===== config.mk =====
export PLATFORM = sky130hd
export DESIGN_NAME = shift_chain_monitor
export DESIGN_NICKNAME = d
export VERILOG_FILES = /design/src/rtl/shift_chain_monitor.sv
export SDC_FILE = /design/constraint.sdc
export NUM_CORES = 1
export LEC_CHECK = 0
export CAP_MARGIN = 30
export CORE_MARGIN = 2
export CORE_UTILIZATION = 45
export DETAILED_ROUTE_END_ITERATION = 6
export PLACE_DENSITY = 0.68
export SYNTH_ARGS = -nofsm -noshare
export SYNTH_HDL_FRONTEND = slang
export SYNTH_SLANG_ARGS = --single-unit

===== constraint.sdc =====
create_clock -name clk -period 5.2 [get_ports clk]
set_clock_uncertainty 0.05 [all_clocks]
set_input_delay 1.3 -clock clk [delete_from_list [all_inputs] [get_ports clk]]
set_output_delay 1.3 -clock clk [all_outputs]
set_load 0.05 [all_outputs]

===== src/rtl/shift_chain_monitor.sv =====
// Watches a clock-divided shift chain, waits for each step to settle, checks the shift
// relation, counts steps and flags faults. Define SHIFT_MON_WATCHDOG_EN for the stall watchdog.
module shift_chain_monitor #(
    parameter int TAPS          = 3,
    parameter int SETTLE_CYCLES = 4,
    parameter int COUNT_W       = 8,
    parameter int WDOG_W        = 16
) (
    input  logic                    clk,
    input  logic                    rst,
    input  logic [TAPS-1:0]         tap_in,
    input  logic                    clr_fault,
    output logic [TAPS-1:0]         taps_q,
    output logic                    step_pulse,
    output logic [COUNT_W-1:0]      step_count,
    output logic                    fault,
    output logic [$clog2(TAPS)-1:0] fault_tap,
    output logic                    busy,
    output logic                    stall
);
    localparam int FT_W  = $clog2(TAPS);
    localparam int CNT_W = (SETTLE_CYCLES > 1) ? $clog2(SETTLE_CYCLES) : 1;
    localparam logic [CNT_W-1:0] CNT_MAX = CNT_W'(SETTLE_CYCLES - 1);

    typedef enum logic [1:0] {IDLE, TRACK, SETTLE, FAULT} state_t;

    state_t             state_q, state_d;
    logic [TAPS-1:0]    s1_q, sync_q, prev_q;
    logic [CNT_W-1:0]   cnt_q, cnt_d, cnt_cur;
    logic               stable;
    logic [TAPS-1:0]    ref_q, ref_d;
    logic               step_q, step_d;
    logic [COUNT_W-1:0] count_q, count_d;
    logic               fault_q, fault_d;
    logic [FT_W-1:0]    ftap_q, ftap_d;
    logic               shift_ok;
    logic [FT_W-1:0]    bad_k;

    // prev_q holds sync one cycle back so changes can restart the settle count
    always_ff @(posedge clk) begin
        if (rst) begin
            s1_q   <= '0;
            sync_q <= '0;
            prev_q <= '0;
        end else begin
            s1_q   <= tap_in;
            sync_q <= s1_q;
            prev_q <= sync_q;
        end
    end

    always_comb begin
        if (sync_q != prev_q) begin
            cnt_cur = '0;
        end else if (cnt_q == CNT_MAX) begin
            cnt_cur = cnt_q;
        end else begin
            cnt_cur = cnt_q + 1'b1;
        end
    end

    assign stable = (cnt_cur == CNT_MAX);

    // Scan downwards so the lowest failing tap is the one left in bad_k
    always_comb begin
        shift_ok = 1'b1;
        bad_k    = '0;
        for (int k = TAPS - 1; k >= 1; k--) begin
            if (sync_q[k] != ref_q[k-1]) begin
                shift_ok = 1'b0;
                bad_k    = FT_W'(k);
            end
        end
    end

    always_comb begin
        state_d = state_q;
        cnt_d   = cnt_cur;
        ref_d   = ref_q;
        step_d  = 1'b0;
        count_d = count_q;
        fault_d = fault_q;
        ftap_d  = ftap_q;
        unique case (state_q)
            IDLE: begin
                if (stable) begin
                    ref_d   = sync_q;
                    state_d = TRACK;
                end
            end
            TRACK: begin
                if (sync_q != ref_q) begin
                    cnt_d   = '0;
                    state_d = SETTLE;
                end
            end
            SETTLE: begin
                if (stable) begin
                    if (sync_q == ref_q) begin
                        state_d = TRACK;
                    end else if (shift_ok) begin
                        ref_d   = sync_q;
                        step_d  = 1'b1;
                        state_d = TRACK;
                        if (!(&count_q)) begin
                            count_d = count_q + 1'b1;
                        end
                    end else begin
                        ref_d   = sync_q;
                        fault_d = 1'b1;
                        ftap_d  = bad_k;
                        state_d = FAULT;
                    end
                end
            end
            FAULT: begin
                if (clr_fault) begin
                    fault_d = 1'b0;
                    ftap_d  = '0;
                    state_d = IDLE;
                end
            end
            default: state_d = IDLE;
        endcase
    end

    always_ff @(posedge clk) begin
        if (rst) begin
            state_q <= IDLE;
            cnt_q   <= '0;
            ref_q   <= '0;
            step_q  <= 1'b0;
            count_q <= '0;
            fault_q <= 1'b0;
            ftap_q  <= '0;
        end else begin
            state_q <= state_d;
            cnt_q   <= cnt_d;
            ref_q   <= ref_d;
            step_q  <= step_d;
            count_q <= count_d;
            fault_q <= fault_d;
            ftap_q  <= ftap_d;
        end
    end

    assign taps_q     = ref_q;
    assign step_pulse = step_q;
    assign step_count = count_q;
    assign fault      = fault_q;
    assign fault_tap  = ftap_q;
    assign busy       = (state_q == SETTLE);

`ifdef SHIFT_MON_WATCHDOG_EN
    logic [WDOG_W-1:0] wdog_q, wdog_d;
    logic              stall_q, stall_d;

    always_comb begin
        wdog_d  = wdog_q;
        stall_d = stall_q;
        if (step_d || state_d == IDLE) begin
            wdog_d = '0;
        end else if (state_q == TRACK || state_q == SETTLE) begin
            if (&wdog_q) begin
                stall_d = 1'b1;
            end else begin
                wdog_d = wdog_q + 1'b1;
            end
        end
        if (step_d || (state_q == FAULT && clr_fault)) begin
            stall_d = 1'b0;
        end
    end

    always_ff @(posedge clk) begin
        if (rst) begin
            wdog_q  <= '0;
            stall_q <= 1'b0;
        end else begin
            wdog_q  <= wdog_d;
            stall_q <= stall_d;
        end
    end

    assign stall = stall_q;
`else
    assign stall = |{WDOG_W{1'b0}};
`endif

endmodule

==> impl_metrics.json <==
{
  "status": "finished clean",
  "layout_fillers": 241,
  "synth_area_leader_cell": "dfxtp_1",
  "place_congestion": 0.724,
  "critical_path_cell_list": "nand2b_1, inv_1, clkdlybuf4s50_1",
  "setup_total_negative_slack_ps": 0,
  "start_util_pct": 46.6,
  "clock_pin_slew_worst_setup_and_hold_paths_ps": 140,
  "gr-total-overflow": 0,
  "total_leakage_power_nw": 0.560,
  "grt_pass1_wl_mm": 4.02,
  "worstMarginPinSlew_ps": 1050,
  "synth_simple_gate_area_share_pct": 27.4,
  "cts-buffers-inserted": 3,
  "critical-path-slowest-cell": "clkdlybuf4s50_1",
  "report.final.slew_viol_count": 0,
  "syn_area_per_cell_um2": 9.37,
  "yosys.cell_types.count": 38,
  "grt_start_max_net_pins": 31,
  "wirelength_mm": 2.28,
  "hold_path.class": "reg2reg",
  "syn-cell-area_um2": 1270,
  "register_area_um2": 561,
  "synth.area.top_cells": "dfxtp_1, nor2b_1, xnor2_1",
  "design_power_total_mw": 0.362,
  "synth_xor_area_share_pct": 8.15,
  "synth.mux.area_fraction_pct": 4.03,
  "synth_top_family_by_area": "simple AND/OR/NAND/NOR gates",
  "power.ir.vdd_worst_v": 0.000187,
  "timing.max_cap.violations": 0,
  "fin_ws_ps": 1980,
  "postCtsSetupRepairBufs": 0,
  "num_io_pins": 23,
  "wirelength_met1_mm": 1.09,
  "met2_wirelength_mm": 1.05,
  "root_buffer": "clkbuf_4",
  "timing.final.hold_violations": 0,
  "met3_length_um": 90,
  "post-route-period-util_pct": 62.0,
  "core_region_area_um2": 2730,
  "final_period_minus_worst_setup_slack_ps": 3220,
  "pre_cts_ws_ps": 2060,
  "crit_path_max_fanout": 9,
  "detailed_placement_wirelength_estimate_mm": 1.61,
  "most-common-layout-cells": "dfxtp_1, clkdlybuf4s50_1, a21oi_1, nor2_1, nor2b_1",
  "postSynthCellCount": 136,
  "fmax_mhz": 310,
  "final_layout_size_suffix_gt1_share_pct": 8.44,
  "cp.required_ps": 3850,
  "cts-htree-levels": 1,
  "wl_per_cell_um": 12.3,
  "via_count": 969,
  "nNetsFinal": 162,
  "die-height_um": 57.2,
  "setup_viol": 0,
  "pwr_density_cell_nw_per_um2": 239,
  "drcViolationCount": 0,
  "floorplan.rows": 19,
  "cts_hold_repair.buffers": 0,
  "startpoint_type_of_the_worst_setup_path": "flop",
  "ctsLongestPathBuffers": 2,
  "syn_nets": 143,
  "top_layer": "met4",
  "clock_latency_ps": 330,
  "synth_largest_type_area_fraction_pct": 44.0,
  "max_slew_margin_pct": 29.7,
  "synth-seq-area-share_pct": 44.0,
  "rsz0062_at_grt": "no",
  "synthAdderAreaFrac_pct": 0.982,
  "grt_pass1_vias": 906,
  "postSynthRegisterBits": 28,
  "number_of_antenna_violations_at_the_first_check_in_global_routing": 0,
  "insertedDiodeCount": 0,
  "worst_setup_path_end_kind": "output pin",
  "fp.dieArea_um2": 3270,
  "cp_data_arrival_time_ps": 1870,
  "drt_first_pass_iters": 4,
  "layout_commonest_cell": "dfxtp_1",
  "postRouteAntennaNets": 0,
  "max_stage_delay_ps": 800,
  "detail_route.iter0.violations": 8,
  "syn2layout_area_growth_pct": 19.1,
  "globalRouteTotalUtil_pct": 15.8,
  "multi_input_area_um2": 656,
  "cts_resized": 0,
  "tritoncts_clock_tree": "built",
  "avgViaCountPerCell": 5.24,
  "clock_sink_count": 28,
  "portBuffers": 21,
  "critPathKind": "reg2out",
  "yosysWarningCount": 0,
  "synth_compound_area_share_pct": 10.6,
  "die_width_um": 57.2
}
## metal layers
metal  vias to the layer above  track usage (%)
met1                       445             20.1
li1                        502                -
met3                         4             2.72
met4                         0             8.97
met2                        18             25.3
met5                         -                0
## stage by stage
stage	hold slack, ps	std cells	cell area, µm²	util (%)
final	404	185	1520	55.5
after global routing	411	185	1520	55.5
after CTS	408	185	1520	55.5
after detailed placement	377	181	1480	54.1
after global placement	369	181	1480	54.1
after floorplan	360	136	1270	-
## state kept, by name (all words and copies together), names as in the netlist
register	cells
taps_q	3
fault_tap	2
prev_q	3
step_count	8
cnt_q	2
state_q	2
sync_q	3
s1_q	3
step_pulse	1
fault	1
## where the power goes
part | total [mW] | switching (mW) | leakage (nW) | internal (mW)
clock | 0.106 | 0.0633 | 0.0210 | 0.0429
sequential | 0.224 | 0.00466 | 0.227 | 0.220
combinational | 0.0314 | 0.0178 | 0.311 | 0.0137
## final timing paths
check | start | end | slack [ps] | cells past startpoint
worst min register to register | s1_q[2]$_SDFF_PP0_ | sync_q[2]$_SDFF_PP0_ | 400 | 1
worst max register to register | sync_q[1]$_SDFF_PP0_ | step_count[7]$_SDFFE_PP0P_ | 3240 | 5
worst max-delay path | state_q[0]$_SDFFE_PP0P_ | busy | 1980 | 3
worst min-delay path | s1_q[2]$_SDFF_PP0_ | sync_q[2]$_SDFF_PP0_ | 400 | 1
## final cells by class
class                   count  area share (%)
flip-flops and latches     28            37.0
clock buffers               4            2.39
inverters                   4           0.990
multi-input cells          97            43.2
well taps                  31            2.56
repair buffers             21            13.9
## kinds of logic after synthesis
| group | Yosys count |
|---|---|
| AND/OR/NAND/NOR | 57 |
| flip-flops | 28 |
| AO/OA/AOI/OAI | 22 |
| XOR/XNOR | 11 |
| buffers and inverters | 11 |
| multiplexers | 5 |
| adder cells (fa/ha/maj) | 1 |
| other | 1 |
## synthesized netlist by cell type
cell type	number
nand2_1	7
o21ai_0	4
and3_1	3
nor2b_1	11
clkbuf_1	3
o211ai_1	1
mux2_2	1
a21bo_2	1
nor2_4	1
nor4b_4	1
buf_6	1
dfxtp_1	28
a41o_1	2
a21o_2	1
or3_1	2
mux2i_1	4
inv_1	4
nand4_2	1
nor3_1	1
conb_1	1
and2_1	1
nor2_1	12
buf_2	1
nand4_1	3
or2_2	2
a21oi_1	12
buf_4	2
a311oi_1	1
or4b_1	1
nor4b_1	2
xor2_2	1
nand2b_1	3
ha_1	1
and4_1	2
xnor2_1	7
nand3_1	3
xor2_1	3
nand4b_1	1
## worst max-delay path: cells and delay by family (launching register included)
kind | cells | cell delay, ps
buf+inv | 2 | 890
flops | 1 | 440
simple gates | 1 | 220
(Power assumes the default switching activity.)
